File: config.mk
export PLATFORM = sky130hd
export DESIGN_NAME = unidade_entrada
export DESIGN_NICKNAME = d
export VERILOG_FILES = /design/src/rtl/unidade_entrada.sv
export SDC_FILE = /design/constraint.sdc
export NUM_CORES = 1
export LEC_CHECK = 0
export BUFFER_PORTS_ARGS = -buffer_cell sky130_fd_sc_hd__buf_2
export CORE_AREA = 4 4 88 107
export CTS_CLUSTER_DIAMETER = 80
export CTS_CLUSTER_SIZE = 40
export DETAILED_ROUTE_END_ITERATION = 10
export DIE_AREA = 0 0 92 111
export PLACE_DENSITY = 0.52
export SETUP_SLACK_MARGIN = 0.2
export SLEW_MARGIN = 25
export SYNTH_ARGS = -nofsm -noshare
export SYNTH_HDL_FRONTEND = slang
export SYNTH_SLANG_ARGS = --single-unit
export TNS_END_PERCENT = 1
File: constraint.sdc
create_clock -name clock -period 1.4 [get_ports clock]
set_input_delay 0.07 -clock clock [delete_from_list [all_inputs] [get_ports clock]]
set_output_delay 0.07 -clock clock [all_outputs]
set_load 0.01 [all_outputs]
File: src/rtl/unidade_entrada.sv
// Input unit: synchronizes and debounces the enter button, stalls the core during an IN
// instruction, and latches the zero-extended switches into SWR on a fresh press.
module unidade_entrada #(
    parameter int DEBOUNCE_CICLOS = 4,
    parameter int LARGURA_CHAVES  = 16
) (
    input  logic                      clock,
    input  logic                      reset,
    input  logic [LARGURA_CHAVES-1:0] chaves,
    input  logic                      botao_enter,
    input  logic                      pedido_entrada,
    output logic [31:0]               SWR,
    output logic                      espera,
    output logic                      entrada_valida
);

    localparam int CW = $clog2(DEBOUNCE_CICLOS) + 1;
    localparam logic [CW-1:0] LIMITE = CW'(DEBOUNCE_CICLOS - 1);

    typedef enum logic [1:0] {
        OCIOSO,
        AGUARDA_SOLTURA,
        AGUARDA_APERTO,
        CONCLUIDO
    } estado_t;

    estado_t estado, prox_estado;

    // Two-stage synchronizers; index 1 is the only stage used downstream.
    logic [1:0][LARGURA_CHAVES-1:0] sinc_chaves;
    logic [1:0]                     sinc_botao;
    logic [LARGURA_CHAVES-1:0]      chaves_s2;
    logic                           botao_s2;

    logic [CW-1:0] contador;
    logic          nivel;
    logic          nivel_ant;
    logic          aperto;
    logic          captura;
    logic [31:0]   chaves_ext;

    always_ff @(posedge clock) begin
        if (reset) begin
            sinc_chaves <= '0;
            sinc_botao  <= '0;
        end else begin
            sinc_chaves <= {sinc_chaves[0], chaves};
            sinc_botao  <= {sinc_botao[0], botao_enter};
        end
    end

    assign chaves_s2 = sinc_chaves[1];
    assign botao_s2  = sinc_botao[1];

    // The level only flips after DEBOUNCE_CICLOS consecutive disagreeing samples.
    always_ff @(posedge clock) begin
        if (reset) begin
            contador  <= '0;
            nivel     <= 1'b0;
            nivel_ant <= 1'b0;
        end else begin
            nivel_ant <= nivel;
            if (botao_s2 == nivel) begin
                contador <= '0;
            end else if (contador == LIMITE) begin
                contador <= '0;
                nivel    <= ~nivel;
            end else begin
                contador <= contador + 1'b1;
            end
        end
    end

    assign aperto = nivel & ~nivel_ant;

    always_comb begin
        chaves_ext = '0;
        chaves_ext[LARGURA_CHAVES-1:0] = chaves_s2;
    end

    always_ff @(posedge clock) begin
        if (reset) begin
            estado         <= OCIOSO;
            SWR            <= '0;
            entrada_valida <= 1'b0;
        end else begin
            estado         <= prox_estado;
            entrada_valida <= captura;
            if (captura) SWR <= chaves_ext;
        end
    end

    // A dropped request always wins over a press, so an aborted IN never captures.
    always_comb begin
        prox_estado = estado;
        captura     = 1'b0;
        case (estado)
            OCIOSO: begin
                if (pedido_entrada)
                    prox_estado = nivel ? AGUARDA_SOLTURA : AGUARDA_APERTO;
            end
            AGUARDA_SOLTURA: begin
                if (!pedido_entrada)
                    prox_estado = OCIOSO;
                else if (!nivel)
                    prox_estado = AGUARDA_APERTO;
            end
            AGUARDA_APERTO: begin
                if (!pedido_entrada) begin
                    prox_estado = OCIOSO;
                end else if (aperto) begin
                    prox_estado = CONCLUIDO;
                    captura     = 1'b1;
                end
            end
            CONCLUIDO: begin
                if (!pedido_entrada)
                    prox_estado = OCIOSO;
            end
            default: prox_estado = OCIOSO;
        endcase
    end

    assign espera = pedido_entrada & (estado != CONCLUIDO) & ~reset;

endmodule

== Word-level counts from Yosys, hierarchy flattened ==
Index checks and enable logic that the tools add are counted.

* Register bits: 58
* Input port bits: 20
* Output and inout bits: 34
* Logic and storage cells: 42

* Add/sub/neg operators: 1
* Equal/unequal tests: 10
* Muxes and demuxes: 11
* Bitwise operators: 7
* Reduce and logical (&&, ||, !) cells: 4

{| class="wikitable"
|+ Operator list
! kind !! number
|-
| 2-bit 2-to-1 mux || 7
|-
| 2-bit case mux with 4 select lines || 1
|-
| 2-bit inequality test, second input constant || 3
|-
| 3-bit inequality test, second input constant || 2
|-
| 2-bit == test, second input constant || 2
|-
| 1-bit inverter || 4
|-
| 4-bit AND reduction || 1
|-
| 3-bit by 1-bit adder with 3-bit output, second input constant || 1
|-
| 1-bit AND || 3
|-
| 3-bit by 2-bit == test with 1-bit output, second input constant || 1
|-
| 1-bit 2-to-1 mux || 3
|-
| 3-bit OR reduction || 1
|-
| 2-bit by 1-bit == test with 1-bit output, second input constant || 1
|-
| 2-bit zero test || 1
|-
| 2-bit AND reduction || 1
|-
| 1-bit == test || 1
|}

== Depth between registers and ports, before layout ==
* Word-level depth: 5
* Gate-level depth with buffers: 4
* Mapped depth without buffers: 4

== Worst setup path before layout ==
No wires, ideal clock.

* Path type: register to register
* From: register nivel_ant
* To: register SWR[10]
* Setup time: 0.072 ns
* Arrival time: 1.206 ns
* Data required time: 1.328 ns
* Slack: 0.122 ns
* Cell stages (with the launch flop): 5
* Path buffers: 1
* Period minus slack after synthesis: 1.278 ns
* Cells stage by stage: dfxtp_1 nand2b_1 nor3_4 buf_12 mux2i_1

* Cells in the longest elaborated chain, start to end: 5

{| class="wikitable"
|+ Ends and longest elaborated chain
! what !! line !! source
|-
| from (decl) || 37 || <nowiki>logic nivel_ant;</nowiki>
|-
| from (signal assigned) || 62 || <nowiki>nivel_ant <= nivel;</nowiki>
|-
| 1-bit inverter || 74 || <nowiki>assign aperto = nivel & ~nivel_ant;</nowiki>
|-
| 1-bit AND || 74 ||
|-
| 1-bit 2-to-1 mux || 111 || <nowiki>end else if (aperto) begin</nowiki>
|-
| 1-bit 2-to-1 mux || 109 || <nowiki>if (!pedido_entrada) begin</nowiki>
|-
| 1-bit 2-to-1 mux || 97 || <nowiki>case (estado)</nowiki>
|-
| to (signal assigned) || 89 || <nowiki>if (captura) SWR <= chaves_ext;</nowiki>
|-
| to (decl) || 12 || <nowiki>output logic [31:0] SWR,</nowiki>
|}

No other way between the ends.
A chain may end at the register's enable or synchronous reset.

== Worst setup path in the final report ==
* From: register contador[0]
* To: register contador[0]

* Cells in the longest elaborated chain, start to end: 2
* Elaborated cells on any way between the ends: 3
* Those cells by class: 1 x add/sub; 1 x eq/ne; 1 x reduce/logical

{| class="wikitable"
|+ Ends and longest elaborated chain
! what !! line !! source
|-
| from (decl) || 35 || <nowiki>logic [CW-1:0] contador;</nowiki>
|-
| from (signal assigned) || 69 || <nowiki>contador <= contador + 1'b1;</nowiki>
|-
| parallel branches: the longest is 2 deep, another holds 3-bit by 1-bit adder with 3-bit output || -- ||
|}

Parallel ways; which one is timed is not known.

==> out/results.md <==
## Route
* 3528 um — aggregate routed wire length
* 9.408 um — per-cell routed wire length
* 1326 — number of vias after detailed routing
* 0 — remaining routing DRC violations
* 0 — number of nets with antenna violations after routing
* 3 — detailed-router iteration count before antenna repair
* 3.536 — routed via count divided by cell count
* 15 — Iteration-0 DRC Markers

## Die
* 8426 um2 — Core ar.
* 54 — I/O pin total
* 24.40% — Initial Util
* 37 — # rows
* 111 um — die height
* 92 um — Die X-Extent
* 10210 um2 — Total Die Area

## Yosys
* 20 — Cell variety after synth
* 188 — number of cells produced by synthesis
* 58 — flop and latch count out of synthesis
* 56.48% — register area share after synthesis
* 2056 um2 — post-synth design cell area
* 10.93 um2 — Mapped Avg Cell Area
* 0 — number of warning messages in the yosys log

## Critical path
* reg -> reg — Setup Crit Path Kind
* 1.66 ns — critical path required time
* ha_2, ha_2, or3_4, nor2_1 — worst path cell trace
* ha_2 — most prevalent standard cell on the critical path
* flip-flop — CP endpoint kind
* or3_4 — highest-delay cell along the critical path
* 3 — CP max FO
* simple AND/OR/NAND/NOR gates — category of cells accounting for the largest share of critical-path delay
* 0 — crit path buf inv count
* 1.44 ns — arrival time of data at the critical path endpoint
* flip-flop — CP Launch Type
* 0.33 ns — Largest stage delay, worst path

## Clock tree
* 58 — CTS sink cnt
* built — CTS tree
* 9 — number of buffers added by the clock tree synthesis step
* 0.07 ns — register clock-pin slew on the reported worst setup and hold paths
* 0.33 ns — clock network latency to the later pin of the worst-skew pair
* 3 — CTS H-tree depth
* 2 — deepest clock path buffer count
* clkbuf_8 — root buffer cell

## Outcome
* finished, final reports clean — run status

## Timing
* 0 ns — Post-Route Setup TNS
* 847.7 MHz — Fmax
* 1.180 ns — final critical delay including setup and external delays
* yes — unrepaired setup endpoints after global routing
* 84.26% — final clock period utilization by the worst path
* 0 — final slew viol count
* 0.007612 ns — setup clock skew after layout
* 0 — final count of negative-setup-slack endpoints
* 0 — final-report hold violation count
* 0.03417 ns — minimum hold slack

## Final layout
* 0 — Antenna diodes
* 790.8 um2 — area taken by multi-input logic gates
* dfxtp_1 (54), buf_2 (37), nor2b_1 (34) — most used cells in the layout excluding fill and tap cells
* dfxtp_1 — commonest non-fill, non-tap cell in the layout
* 27.13% — layout cell share with drive strength beyond 1
* 893 — filler cell count in the final layout
* 1169 um2 — Sequential cell area
* 38.16% — growth of design area from synthesis to finish
* 275 — number of nets in the finished design

## Placed design
* 0.6559 — GP Congestion
* 37 — number of port buffers

## Hold path
* in -> reg — Min-Delay Path Class

## Global routing
* 1183 — vias in the first global route
* 0 — antenna violations before repair
* 7.365% — total global routing track utilization
* 44 — largest net degree at the start of global routing
* 5602 um — first-pass GRT wire length
* 0 — Overflow after GRT

## Job
* 0 — Max-cap violations

## Power and ir drop
* 1.156 nW — leakage power total
* 0.0005551 V — maximum ir drop on the vdd rail
* 1414 nW/um2 — total power per unit cell area

## layout make-up
class                   count  area share, %
clock inverters             4          4.229
clock buffers              12          5.815
flip-flops and latches     58          41.15
multi-input cells         118          27.84
repair buffers             63          15.42
well taps                 117          5.154
inverters                   3         0.3965
## repair_timing
item                                   CTS  global route
cloned                                   0             1
resized for setup                        4             7
hold buffers                            20             0
endpoints found under the hold margin   18             0
buffers inserted                         1             0
pin swaps                                3             1
setup endpoints to repair                3            17
## stage by stage
step	total power, mW	setup slack (ns)	cells	cell area (um2)	util [%]
3_5_place_dp	1.883	0.1512	337	2310	27.41
3_3_place_gp	1.880	0.1824	337	2310	27.41
2_1_floorplan	1.872	0.1667	203	2115	-
6_report	4.017	0.2203	375	2840	33.71
4_1_cts	4.098	0.2125	374	2814	33.40
5_1_grt	4.197	0.1493	375	2840	33.71
## flip-flops by register name, summed over array words and instances, names as in the netlist
name and cells:
chaves_s2 16, entrada_valida 1, SWR 16, nivel_ant 1, nivel 1, sinc_botao 2, estado 2, contador 3
sinc_chaves 16
## worst reg2reg max path: cells and delay by family, from the launching register on
kind,cells,cell delay (ns)
flip-flops,1,0.32
AND/OR/NAND/NOR,2,0.44
adder cells (fa/ha/maj),2,0.36
## power breakdown
| part | switching, mW | total (mW) | leakage [nW] | internal [mW] |
|---|---|---|---|---|
| registers | 0.0114 | 1.71 | 0.477 | 1.70 |
| logic | 0.0778 | 0.181 | 0.536 | 0.103 |
| clock network | 0.619 | 2.13 | 0.143 | 1.51 |
## synth_stat cells, drive strengths merged
| cell | number | area share (%) |
|---|---|---|
| a22oi | 1 | 0.37 |
| ha | 2 | 1.2 |
| inv | 3 | 0.55 |
| nor2 | 5 | 0.91 |
| conb | 1 | 0.18 |
| clkbuf | 7 | 1.3 |
| mux2i | 17 | 8.3 |
| or3 | 1 | 0.30 |
| nand2 | 2 | 0.49 |
| buf | 17 | 6.8 |
| a21oi | 2 | 0.49 |
| dfxtp | 58 | 56 |
| nand2b | 34 | 10 |
| nor2b | 35 | 11 |
| nor4 | 1 | 0.30 |
| xnor2 | 1 | 0.43 |
| nor3 | 1 | 0.79 |
## per-layer routing
layer	part of all wire [%]	global-route usage, %	wire [um]
met2	48	10.87	1680
met3	8.3	4.141	292
met4	2.8	5.055	100
met1	41	7.911	1454
met5	0	0	0
## cells by family (layout without fill, tap and decap cells)
group | count (synthesis) | in the layout | share of synthesized area, %
buf+inv | 27 | 82 | 8.643
xor+xnor | 1 | 1 | 0.4261
mux | 17 | 17 | 8.277
simple gates | 79 | 79 | 23.92
compound gates | 3 | 3 | 0.8523
fa+ha+maj | 2 | 2 | 1.217
other cells | 1 | 16 | 0.1824
flops | 58 | 58 | 56.48
## worst paths after layout
check / cells after the start / start / slack, ns / end
worst max-delay path: 4 / contador[0] / 0.22 / contador[0]
worst min-delay path: 3 / pedido_entrada / 0.03 / entrada_valida
worst max register to register: 4 / contador[0] / 0.22 / contador[0]
worst min register to register: 1 / contador[0] / 0.40 / contador[0]
No activity file was read; power rests on OpenSTA's default activity.
